### src/rtl/ssd_pkg.sv
// Shared types and constants for the seven-segment counter sequencer.
package ssd_pkg;

  localparam int SSD_W         = 4;
  localparam int MAX_STATE_DEF = 10;

  typedef enum logic [1:0] {
    IDLE  = 2'd0,
    RUN   = 2'd1,
    PAUSE = 2'd2,
    DONE  = 2'd3
  } ssd_fsm_e;

  // Prescaler counter width; never below one bit so TICK_DIV=1 still builds.
  function automatic int clog2(input int unsigned v);
    int w;
    w = 1;
    while ((64'd1 << w) < 64'(v)) w++;
    return w;
  endfunction

endpackage

### src/rtl/ssd_tick_gen.sv
// Prescaler: counts enabled cycles and pulses tick_o on the last count of each period.
module ssd_tick_gen
  import ssd_pkg::*;
#(
  parameter int TICK_DIV = 50000000
) (
  input  logic clk,
  input  logic rst_n,
  input  logic en_i,
  input  logic clr_i,
  output logic tick_o
);

  localparam int CW = clog2(TICK_DIV);
  localparam logic [CW-1:0] LAST = CW'(TICK_DIV - 1);

  logic [CW-1:0] cnt_q, cnt_d;

  assign tick_o = en_i && (cnt_q == LAST);

  always_comb begin
    cnt_d = cnt_q;
    if (clr_i)     cnt_d = '0;
    else if (en_i) cnt_d = tick_o ? '0 : cnt_q + 1'b1;
  end

  always_ff @(posedge clk or negedge rst_n) begin
    if (!rst_n) cnt_q <= '0;
    else        cnt_q <= cnt_d;
  end

endmodule

### src/rtl/ssd_seq_ctrl.sv
// Run/pause/step/clear sequencer producing the 0..MAX_STATE digit value and a wrap count.
module ssd_seq_ctrl
  import ssd_pkg::*;
#(
  parameter int TICK_DIV  = 50000000,
  parameter int MAX_STATE = MAX_STATE_DEF
) (
  input  logic             clk,
  input  logic             rst_n,
  input  logic             start,
  input  logic             pause,
  input  logic             step,
  input  logic             clear,
  input  logic             wrap_en,
  output logic [SSD_W-1:0] state,
  output logic [SSD_W-1:0] wraps,
  output logic             tick,
  output logic             running,
  output logic             done
);

  localparam logic [SSD_W-1:0] MAX_ST = SSD_W'(MAX_STATE);

  ssd_fsm_e         fsm_q;
  logic [SSD_W-1:0] state_q, wraps_q;
  logic             done_q;
  logic             start_q, pause_q, step_q, clear_q;
  logic             start_c, pause_c, step_c, clear_c;
  logic             tick_w, presc_en, presc_clr;
  logic             adv_go, adv_done;
  logic [SSD_W-1:0] adv_state, adv_wraps;

  assign start_c = start & ~start_q;
  assign pause_c = pause & ~pause_q;
  assign step_c  = step  & ~step_q;
  assign clear_c = clear & ~clear_q;

  // Resuming from PAUSE keeps the partial count; fresh runs start from zero.
  assign presc_en  = (fsm_q == RUN);
  assign presc_clr = clear_c || (start_c && (fsm_q == IDLE || fsm_q == DONE));

  ssd_tick_gen #(.TICK_DIV(TICK_DIV)) u_tick (
    .clk    (clk),
    .rst_n  (rst_n),
    .en_i   (presc_en),
    .clr_i  (presc_clr),
    .tick_o (tick_w)
  );

  always_comb begin
    adv_state = state_q;
    adv_wraps = wraps_q;
    adv_done  = 1'b0;
    if (state_q < MAX_ST) begin
      adv_state = state_q + 1'b1;
    end else if (wrap_en) begin
      adv_state = '0;
      adv_wraps = wraps_q + 1'b1;
    end else begin
      adv_done  = 1'b1;
    end
  end

  always_comb begin
    adv_go = 1'b0;
    if (!clear_c) begin
      case (fsm_q)
        IDLE, PAUSE: adv_go = step_c && !start_c;
        RUN:         adv_go = tick_w;
        default:     adv_go = 1'b0;
      endcase
    end
  end

  always_ff @(posedge clk or negedge rst_n) begin
    if (!rst_n) begin
      fsm_q   <= IDLE;
      state_q <= '0;
      wraps_q <= '0;
      done_q  <= 1'b0;
      start_q <= 1'b0;
      pause_q <= 1'b0;
      step_q  <= 1'b0;
      clear_q <= 1'b0;
    end else begin
      start_q <= start;
      pause_q <= pause;
      step_q  <= step;
      clear_q <= clear;
      done_q  <= 1'b0;
      if (clear_c) begin
        fsm_q   <= IDLE;
        state_q <= '0;
        wraps_q <= '0;
      end else begin
        case (fsm_q)
          IDLE, PAUSE: if (start_c) fsm_q <= RUN;
          RUN:         if (pause_c) fsm_q <= PAUSE;
          DONE: if (start_c) begin
            fsm_q   <= RUN;
            state_q <= '0;
          end
          default: fsm_q <= IDLE;
        endcase
        // Placed last so reaching the end without wrap overrides a same-cycle pause.
        if (adv_go) begin
          state_q <= adv_state;
          wraps_q <= adv_wraps;
          if (adv_done) begin
            fsm_q  <= DONE;
            done_q <= 1'b1;
          end
        end
      end
    end
  end

  assign state   = state_q;
  assign wraps   = wraps_q;
  assign tick    = tick_w;
  assign running = (fsm_q == RUN);
  assign done    = done_q;

endmodule

### config.mk
export PLATFORM = sky130hd
export DESIGN_NAME = ssd_seq_ctrl
export DESIGN_NICKNAME = d
export VERILOG_FILES = /design/src/rtl/ssd_pkg.sv /design/src/rtl/ssd_tick_gen.sv /design/src/rtl/ssd_seq_ctrl.sv
export SDC_FILE = /design/constraint.sdc
export NUM_CORES = 1
export LEC_CHECK = 0
export ABC_AREA = 1
export CELL_PAD_IN_SITES_DETAIL_PLACEMENT = 1
export CELL_PAD_IN_SITES_GLOBAL_PLACEMENT = 1
export CORE_UTILIZATION = 40
export DETAILED_ROUTE_END_ITERATION = 10
export HOLD_SLACK_MARGIN = 0.03
export PLACE_DENSITY = 0.79
export SLEW_MARGIN = 10
export SYNTH_ARGS = -nofsm -noshare
export SYNTH_HDL_FRONTEND = slang
export SYNTH_SLANG_ARGS = --single-unit
### constraint.sdc
create_clock -name clk -period 1.9 [get_ports clk]
set_clock_uncertainty 0.05 [all_clocks]
set_input_delay 0.38 -clock clk [delete_from_list [all_inputs] [get_ports clk]]
set_output_delay 0.38 -clock clk [all_outputs]
set_load 0.03 [all_outputs]
==> results.md <==
- Mapped cell area: 2520 µm²
- Final Hold Fails: 0
- Combinational power share: 0.331
- Cell mode on critical path: nor2_2
- Worst path slowest cell: dfrtp_1
- Clock buffer depth: 2
- Leakage: 0.00162 µW
- HPWL after DPL: 4960 µm
- Largest cells by area after synthesis: dfrtp_1 41%, nand2_1 11%, inv_1 5.4%
- Psw: 932 µW
- Period utilisation layout: 1.06
- R2r endpoint: u_tick.cnt_q[2]
- RSZ-0062 raised after global routing: true
- Fill count: 715
- Max incr delay on CP: 0.39 ns
- Failing checks: negative setup slack
- Routed Antenna Nets: 0
- Area Overhead vs Synth: 32.5%
- Non-Filler Instances: 448
- Reg area: 1030 µm²
- WL per Instance: 17.6 µm
- Max Transition Viols Final: 0
- Full die area: 6630 µm²
- Clock Power Share: 0.284
- Drt pass-1 iters: 4
- Initial core utilization: 0.421
- Critical path, cell by cell: buf_4 -> ha_4 -> inv_2 -> nor2_2 -> nand2_1 -> nor2_2 -> nand2_2 -> inv_4 -> buf_6
- Layout Nets: 386
- Initial antenna violation count: 0
- Hold path depth: 2
- Final Setup Violations: 5
- Post-synth net total: 328
- Pin count of the biggest net entering global routing: 42
- Area of the multi-input gates: 1450 µm²
- Flop pwr share: 0.384
- Maximum VDD drop: 0.000474 V
- WHS Endpoint: state[3]
- CP Class: reg2out
- Fraction of layout instances using a drive strength above 1: 0.292
- CTS root buf: clkbuf_8
- Reg clk slew, reported paths: 0.08 ns
- Post-Place Cells: 424
- First-pass GRT wire length: 11,300 µm
- Crit path launch type: flop
- Via count: 2,357
- Pwr per Cell Area: 793 nW/µm²
- Vias in the first global route: 2,428
- Worst reg2reg setup slack: -0.06 ns
- Max FO, Critical Path: 2
- Io pins: 18
- Gpl congestion: 0.900
- FF-to-FF path depth: 11
- Hold path start: state[3]
- Post-synthesis sequential area ratio: 0.407
- Drt total wl: 7880 µm
- H-tree level count: 2
- Syn_area_per_cell: 8.04 µm²
- FMAX: 495 MHz
- Port-buffer cells: 17
- Ys Warns: 0
- Number of flops mapped to enable cells by yosys: 0
- Reg2reg start: fsm_q[1]
- Library cells used by synthesis: 33
- Post-Syn Instances: 314
- Max-slew headroom: 0.681
- Height of the die: 81.4 µm
- Grt total ovfl: 0
- Final Power: 2650 µW
- DRC viols: 0
- Max Cap Violations: 0
- Core area: 5990 µm²
- Asr flop ratio synth: 1.00
- Flops & latches, synth: 41
- N_diodes: 0
- Synth top area share: 0.407
- All-Layer GR Usage: 0.227
- Worst Tran Pin Value: 0.473 ns
- Rows: 28
- Worst skew pair latency: 0.30 ns
- Post-layout minimum cycle time: 2.02 ns
- Worst setup margin: -0.122 ns
- TritonCTS Buffers: 5
- Die Width: 81.4 µm
- Hold Path Class: reg2reg
- Status: finished with violations
- Crit. End Element: output pin
- Worst endpoint required time: 1.47 ns
- Dominant synthesized flop cell: dfrtp_1
- TritonCTS clock tree: built
- Clk sinks: 41
- DRT iter0 DRCs: 116
- CP arrival: 1.59 ns
- Area leader, netlist: dfrtp_1
- Crit path from: fsm_q[0]
- Internal Power: 1720 µW
- Post-DR vias/cell: 5.26
- Sw frac: 0.352
## kinds of logic (layout without fill, tap and decap cells)
kind of cell             Yosys count  in the layout  share of synthesized area
XOR/XNOR                          15             15                     0.0521
adder cells (fa/ha/maj)            7              7                     0.0347
flip-flops                        41             41                      0.407
AO/OA/AOI/OAI                     32             32                     0.0739
buffers and inverters             48            107                     0.0823
AND/OR/NAND/NOR                  171            171                      0.351
## state kept, by name, summed over array words and instances (netlist names)
signal        cells
fsm_q             2
start_q           1
done              1
wraps             4
clear_q           1
step_q            1
pause_q           1
u_tick.cnt_q     26
state             4
## repair_timing
action / 4_1_cts / 5_1_grt
gates resized for setup: 9 / 39
hold buffers: 1 / 0
endpoints found under the setup margin: 1 / 29
hold endpoints to repair: 41 / 0
cloned: 0 / 1
pin swaps: 2 / 12
setup buffers: 9 / 5
## worst max-delay path, delay by kind of cell (launching register included)
family	cells	cell delay, ns
DFF	1	0.39
buffers and inverters	4	0.37
adders and majority gates	1	0.15
and+or+nand+nor	4	0.40
## power groups by stage
stage          clock network [µW]  registers, µW  logic, µW
6_report                      754           1020        878
5_1_grt                       797           1030        939
4_1_cts                       764           1010        753
3_5_place_dp                    0           1030        700
3_3_place_gp                    0           1030        670
2_1_floorplan                   0           1090        368
## cell type report
| class | instances | share of cell area |
|---|---|---|
| clock inverter | 1 | 0.00898 |
| sequential | 41 | 0.307 |
| multi-input combinational | 225 | 0.434 |
| timing repair inverter | 1 | 0.00262 |
| inverter | 45 | 0.0550 |
| clock buffer | 7 | 0.0258 |
| timing repair buffer | 53 | 0.139 |
| tap | 75 | 0.0281 |
## synth_stat cells (2+ instances only)
library cell,count
nand2_1,76
dfrtp_1,41
inv_1,36
nor2_1,35
nand3_1,16
xor2_1,13
o21ai_0,12
a21oi_1,10
nand4_1,10
inv_2,8
ha_1,7
nor3_1,6
nand2_4,5
nor3_2,5
nor2_2,4
o21ai_2,4
buf_6,3
nand2_2,2
nand3_2,2
nor2_4,2
nor2_8,2
o21ai_1,2
or2_2,2
xnor2_1,2
## how the worst max path moves through the flow
| stage | to | slack, ns | cells past startpoint |
|---|---|---|---|
| finish | tick | -0.12 | 9 |
| global placement | u_tick.cnt_q[8] | -0.14 | 9 |
| detailed placement | u_tick.cnt_q[8] | -0.26 | 9 |
| floorplan | u_tick.cnt_q[3] | 0.02 | 12 |
| CTS | tick | -0.04 | 8 |
| global route | tick | -0.19 | 9 |
## through the flow
stage,util,hold slack [ns],setup TNS [ns],instance area [µm²],worst slack (ns)
detailed placement,0.487,0.328,-4.11,2920,-0.260
global route,0.558,0.509,-1.81,3340,-0.195
CTS,0.524,0.485,-0.0392,3140,-0.0392
global placement,0.487,0.321,-2.53,2920,-0.144
finish,0.558,0.472,-0.289,3340,-0.122
floorplan,-,0.0344,0,2530,0.0231
## metal layers
metal,up-vias,global-route usage,part of all wire
met3,17,0.0378,0.030
li1,1108,-,-
met2,43,0.433,0.54
met1,1189,0.254,0.41
met5,-,0,0
met4,0,0.0696,0.024
## layout by cell type, fill, tap and decap left out, types with 2 or more instances in the layout
| cell | instances |
|---|---|
| inv_2 | 8 |
| xnor2_1 | 2 |
| o21ai_1 | 4 |
| nand2_2 | 3 |
| nor2_8 | 2 |
| a21oi_2 | 2 |
| nand3_2 | 6 |
| nand2_4 | 8 |
| ha_4 | 2 |
| clkdlybuf4s50_1 | 11 |
| nand3_1 | 11 |
| dfrtp_1 | 41 |
| inv_1 | 33 |
| nor2_1 | 31 |
| o21ai_2 | 4 |
| a21oi_1 | 7 |
| nor3_1 | 5 |
| or2_2 | 2 |
| clkbuf_8 | 6 |
| dlymetal6s2s_1 | 3 |
| nor2_4 | 3 |
| nand4_1 | 10 |
| ha_1 | 5 |
| nand2_1 | 72 |
| nor3_2 | 2 |
| nor2_2 | 7 |
| xor2_1 | 12 |
| buf_6 | 3 |
| nor3_4 | 4 |
| buf_4 | 33 |
| o21ai_0 | 10 |
| inv_4 | 3 |
No activity file was read; power rests on OpenSTA's default activity.
